===== src/rtl/sel_pipe_reg_if.sv =====
// sel_pipe_reg_if: operand-select bus between a pipeline stage and sel_pipe_reg.
// Ports (master drives / slave receives):
//   en, clr, valid_in : stall, flush and operand-valid controls from the hazard unit
//   d, s              : N packed WIDTH-bit operands and the select index
//   y_next, y         : combinational and registered selected operand
//   valid_out, sel_err: registered valid bit and out-of-range-select flag
//   stall_cnt         : saturating count of stall cycles on the held valid operand
interface sel_pipe_reg_if #(
    parameter int WIDTH = 32,
    parameter int N     = 4
);
    localparam int SW = ($clog2(N) < 1) ? 1 : $clog2(N);
    logic               en;
    logic               clr;
    logic               valid_in;
    logic [N*WIDTH-1:0] d;
    logic [SW-1:0]      s;
    logic [WIDTH-1:0]   y_next;
    logic [WIDTH-1:0]   y;
    logic               valid_out;
    logic               sel_err;
    logic [7:0]         stall_cnt;
    modport master (
        output en, clr, valid_in, d, s,
        input  y_next, y, valid_out, sel_err, stall_cnt
    );
    modport slave (
        input  en, clr, valid_in, d, s,
        output y_next, y, valid_out, sel_err, stall_cnt
    );
endinterface


===== src/rtl/sel_pipe_reg.sv =====
// sel_pipe_reg: N-way operand selector with a stall/flush pipeline register.
// Ports:
//   clk   : rising-edge clock
//   reset : asynchronous active-high reset, clears all state
//   bus   : sel_pipe_reg_if slave (en/clr/valid_in/d/s in; y_next/y/valid_out/sel_err/stall_cnt out)
module sel_pipe_reg #(
    parameter int WIDTH = 32,
    parameter int N     = 4
) (
    input logic         clk,
    input logic         reset,
    sel_pipe_reg_if.slave bus
);
    typedef enum logic {EMPTY = 1'b0, FULL = 1'b1} state_t;
    state_t           state_q, state_d;
    logic [WIDTH-1:0] y_q, y_d, y_next_c;
    logic             sel_err_q, sel_err_d;
    logic [7:0]       cnt_q, cnt_d;
    logic             in_range;
    // Selects at or beyond N (only possible when N is not a power of two) read as zero.
    assign in_range = int'(bus.s) < N;
    always_comb begin
        y_next_c = '0;
        for (int i = 0; i < N; i++)
            if (int'(bus.s) == i) y_next_c = bus.d[i*WIDTH +: WIDTH];
    end
    // Flush beats load beats stall; the counter only advances while a valid operand is held.
    always_comb begin
        y_d       = y_q;
        state_d   = state_q;
        sel_err_d = sel_err_q;
        cnt_d     = cnt_q;
        if (bus.clr) begin
            y_d       = '0;
            state_d   = EMPTY;
            sel_err_d = 1'b0;
            cnt_d     = 8'd0;
        end else if (bus.en) begin
            y_d       = y_next_c;
            cnt_d     = 8'd0;
            sel_err_d = !in_range;
            state_d   = (in_range && bus.valid_in) ? FULL : EMPTY;
        end else if (state_q == FULL && cnt_q != 8'hFF) begin
            cnt_d = cnt_q + 8'd1;
        end
    end
    always_ff @(posedge clk or posedge reset) begin
        if (reset) begin
            y_q       <= '0;
            state_q   <= EMPTY;
            sel_err_q <= 1'b0;
            cnt_q     <= 8'd0;
        end else begin
            y_q       <= y_d;
            state_q   <= state_d;
            sel_err_q <= sel_err_d;
            cnt_q     <= cnt_d;
        end
    end
    assign bus.y_next    = y_next_c;
    assign bus.y         = y_q;
    assign bus.valid_out = (state_q == FULL);
    assign bus.sel_err   = sel_err_q;
    assign bus.stall_cnt = cnt_q;
endmodule


===== src/flat_wrapper.sv =====
// flat-port wrapper written by rule: the top's interface ports become plain ports
module sel_pipe_reg_flat 
#(
    parameter int WIDTH = 32,
    parameter int N     = 4
)
  (clk, reset, bus_en, bus_clr, bus_valid_in, bus_d, bus_s, bus_y_next, bus_y, bus_valid_out, bus_sel_err, bus_stall_cnt);
  sel_pipe_reg_if #(.WIDTH(WIDTH), .N(N)) bus_i ();
  input logic clk;
  input logic reset;
  input wire logic [$bits(bus_i.en)-1:0] bus_en;
  input wire logic [$bits(bus_i.clr)-1:0] bus_clr;
  input wire logic [$bits(bus_i.valid_in)-1:0] bus_valid_in;
  input wire logic [$bits(bus_i.d)-1:0] bus_d;
  input wire logic [$bits(bus_i.s)-1:0] bus_s;
  output wire logic [$bits(bus_i.y_next)-1:0] bus_y_next;
  output wire logic [$bits(bus_i.y)-1:0] bus_y;
  output wire logic [$bits(bus_i.valid_out)-1:0] bus_valid_out;
  output wire logic [$bits(bus_i.sel_err)-1:0] bus_sel_err;
  output wire logic [$bits(bus_i.stall_cnt)-1:0] bus_stall_cnt;
  assign bus_i.en = bus_en;
  assign bus_i.clr = bus_clr;
  assign bus_i.valid_in = bus_valid_in;
  assign bus_i.d = bus_d;
  assign bus_i.s = bus_s;
  assign bus_y_next = bus_i.y_next;
  assign bus_y = bus_i.y;
  assign bus_valid_out = bus_i.valid_out;
  assign bus_sel_err = bus_i.sel_err;
  assign bus_stall_cnt = bus_i.stall_cnt;
  sel_pipe_reg #(.WIDTH(WIDTH), .N(N)) u_core (.clk(clk), .reset(reset), .bus(bus_i));
endmodule

===== config.mk =====
export PLATFORM = sky130hd
export DESIGN_NAME = sel_pipe_reg_flat
export DESIGN_NICKNAME = d
export VERILOG_FILES = /design/src/rtl/sel_pipe_reg_if.sv /design/src/rtl/sel_pipe_reg.sv /design/src/flat_wrapper.sv
export SDC_FILE = /design/constraint.sdc
export NUM_CORES = 1
export LEC_CHECK = 0
export ABC_CLOCK_PERIOD_IN_PS = 1600
export BUFFER_PORTS_ARGS = -buffer_cell sky130_fd_sc_hd__buf_2
export CAP_MARGIN = 40
export CORE_UTILIZATION = 35
export DETAILED_ROUTE_END_ITERATION = 12
export GPL_TIMING_DRIVEN = 1
export PLACE_DENSITY = 0.76
export SKIP_LAST_GASP = 1
export SYNTH_ARGS = -nofsm -noshare
export SYNTH_HDL_FRONTEND = slang
export SYNTH_SLANG_ARGS = --single-unit

===== constraint.sdc =====
create_clock -name clk -period 1.6 [get_ports clk]
set_input_delay 0.32 -clock clk [delete_from_list [all_inputs] [get_ports clk]]
set_output_delay 0.32 -clock clk [all_outputs]
set_load 0.05 [all_outputs]

==> impl_results.md <==
* Initial drt markers at between 90 and 100
* Max cap viols at 0
* Dominant combinational cell family by area after synthesis: multiplexers
* Height of the chip at roughly 86 um
* Category of the most critical setup path: input pin to primary output
* Minimum setup slack in the final design at -0.0556 ns
* Floorplan Core Area at 6790 um^2
* Final wirelength at between 8 and 9 mm
* Clock tree root buffer cell: clkbuf_8
* Synthesized-area fraction occupied by and/or/nand/nor cells at around 7.3%
* Final clock period utilization by the worst path at 103%
* Clock latency at the later pin of the worst-skew pair at about 0.29 ns
* Total of flip-flops plus latches after synthesis at 41
* Final Wtd Congestion at 0.811
* Final net count at 541
* Remaining number of nets flagged by the antenna check after routing at 0
* Clock sink total at 41
* Aggregate negative setup slack at -0.708 ns
* Average size of a mapped cell at around 14 um^2
* Number of core rows at 30
* Worst EP required at between 1 and 1.5 ns
* Total die area at around 7400 um^2
* Clock tree from TritonCTS: done
* Maximum number of pins on one net before global-route repair at 25
* Via count of the first global-routing pass at between 2000 and 3000
* Power per standard cell area at ~810 nW/um^2
* Crit Reg-Reg Endpoint: u_core.bus.stall_cnt[7]
* Status: complete, but fails checks
* Gr ovfl total at 0
* Most frequent standard cell in the layout excluding fill and tap cells: buf_2
* Sequential cell area fraction in the yosys report at around 41%
* Starting density of the core at 36.4%
* Chip Width at between 80 and 90 um
* HP Class: input pin to asynchronous set/reset pin
* H-tree lvl count at 2
* CP endpoint: bus_y_next[29]
* Total setup violations reported at the end of the flow at 32
* Number of warning messages in the yosys log at 0
* Instance count of the mapped netlist at roughly 180
* Post-route clock skew at 0.00153 ns
* Worst setup path start: bus_s[0]
* Leakage at around 2.2 nW
* Arr. time, crit path at 1.34 ns
* Violated checks: setup timing
* Post-synthesis net count at about 320
* Post-detail-place hpwl at approximately 6.3 mm
* R2R setup slack at 0.11 ns
* RSZ-0062 raised after global routing: yes
* Number of max-slew violations in the final report at 0
* Upper clock frequency limit at roughly 0.6 GHz
* Number of clock buffers inserted by TritonCTS at 5
* Maximum fanout along the worst path at 7
* Ratio of cells with drive above 1 in the final layout at ~69%
* Peak supply drop at around 0.35 mV
* Clk pin slew, worst setup/hold paths at roughly 0.08 ns
* Post-synthesis instance area at roughly 2500 um^2
* Antenna violations before repair at 0
* Largest buffer count on any clock path at 2
* Final std cell area, no fill at 4240 um^2
* Antenna Diode Count at 0
* Compound-cell area share of the yosys netlist at just over 9%
* Share of cell area taken by muxes after synthesis at 36.4%
* Hold Fails Final Rpt at 0
* Critical path endpoint category: primary output
* Detailed-router iteration count before antenna repair at 4
* Area post-placement at 3700 um^2
* Distinct cells, synth at 30
* Arithmetic-cell share of the synthesized area counting full adders, half adders and majority gates at less than 1%
* WHS at 0.00893 ns
* Beginning of the worst register-to-register path: u_core.bus.stall_cnt[1]
* Routed wire length per instance at about 17 um
* DR DRC count at 0
* Xor/xnor cell area share of the yosys netlist at 0%
* Global router's overall resource usage at between 20 and 25%
* Critical Path Source Type: input pin
* Count of buffers inserted at the top-level ports at a little over 200
* Detail-routed via count per cell at between 5 and 6
* First-pass GRT wire length at 12.7 mm
* I/O pin cnt at ~210
* Area Growth Syn to Fin at 71.7%
* Fin crit period at between 1.5 and 2 ns
* Commonest cells after routing, fill and taps aside: 174 x buf_2, 39 x dfrtp_1, 32 x mux4_2, 26 x buf_6, 20 x buf_4
* Routed via count at 2545
* Number of cells on the worst reg-to-reg path at 4
-- report_power, final --
part | switching [mW] | internal, mW | leakage (nW) | total [mW]
Clock | 0.361 | 0.463 | 0.0552 | 0.824
Sequential | 0.0365 | 1.10 | 0.547 | 1.13
Combinational | 0.859 | 0.614 | 1.60 | 1.47
-- sequential cells by signal, indices dropped and copies added, names as in the netlist --
signal                count
u_core.bus.stall_cnt      8
u_core.bus.valid_out      1
u_core.bus.y             32
-- worst max-delay path, stage by stage --
cell and delay, ns:
buf_16 0.13, buf_12 0.14, mux4_2 0.56, buf_8 0.18
-- per-layer routing --
| layer | wire, um | GRT usage (%) | part of all wire, % | vias up |
|---|---|---|---|---|
| li1 | - | - | - | 1161 |
| met1 | 3220 | 28.4 | 38 | 1238 |
| met2 | 4470 | 39.5 | 53 | 138 |
| met3 | 612 | 4.14 | 7.3 | 8 |
| met4 | 119 | 6.52 | 1.4 | 0 |
| met5 | 0 | 0 | 0 | - |
-- per-stage QoR --
step | util, % | cells | power [mW] | setup WS (ns)
CTS | 61.3 | 495 | 3.43 | -0.0568
floorplan | - | 179 | 2.02 | -0.00534
detailed placement | 54.5 | 479 | 2.41 | -0.175
finish | 62.5 | 502 | 3.43 | -0.0556
global placement | 54.5 | 479 | 2.38 | -0.143
global route | 62.5 | 502 | 3.57 | -0.0779
-- repair_timing --
action / 4_1_cts / 5_1_grt
hold buffers: 0 / 0
hold endpoints to repair: 0 / 0
resized for setup: 77 / 1
buffers inserted: 5 / 6
setup endpoints to repair: 32 / 32
pin swaps: 0 / 0
gates cloned: 3 / 1
-- final cells by class --
class / count / area [um^2]
fillers: 555 / 2550
inverters: 2 / 7.51
multi-input cells: 119 / 1340
clock inverters: 2 / 35.0
repair buffers: 236 / 1640
well taps: 96 / 120
clock buffers: 6 / 72.6
flip-flops and latches: 41 / 1030
-- synth_stat cells, drive strengths merged --
cell type  number  share of area, %
nor2           17               2.6
nor4            2              0.51
and4            3               1.1
inv             2              0.30
or4             1              0.30
and3            1              0.25
ha              1              0.51
o21ai           2              0.40
buf            12               3.8
clkbuf          5              0.76
nand4           2              0.51
o31ai           1              0.30
nand3           1              0.20
nor2b           1              0.25
dfrtp          41                41
a41oi           1              0.35
a22o           17               6.0
a21boi          1              0.30
a211oi          1              0.30
a21oi           5               1.0
or2             1              0.25
a31oi           2              0.51
conb            1              0.15
mux4           32                29
nand2           5              0.76
mux2i          18               7.3
or3             1              0.25
nor3            2              0.40
-- worst min-delay path by stage --
stage | slack (ns) | start | endpoint
6_report | 0.009 | reset | u_core.bus.y[3]
4_1_cts | 0.02 | reset | u_core.bus.y[3]
3_5_place_dp | 0.35 | reset | u_core.bus.y[3]
5_1_grt | 0.04 | reset | u_core.bus.y[3]
3_3_place_gp | 0.34 | reset | u_core.bus.y[3]
2_1_floorplan | 0.48 | bus_valid_in | u_core.bus.valid_out
-- cell families (layout without fill, tap and decap cells) --
group,after synthesis,count (layout)
AO/OA/AOI/OAI,30,30
adder cells (fa/ha/maj),1,1
buffers and inverters,19,246
flip-flops,41,41
multiplexers,50,50
other,1,1
AND/OR/NAND/NOR,37,37
Power figures use the tool's default switching activity.
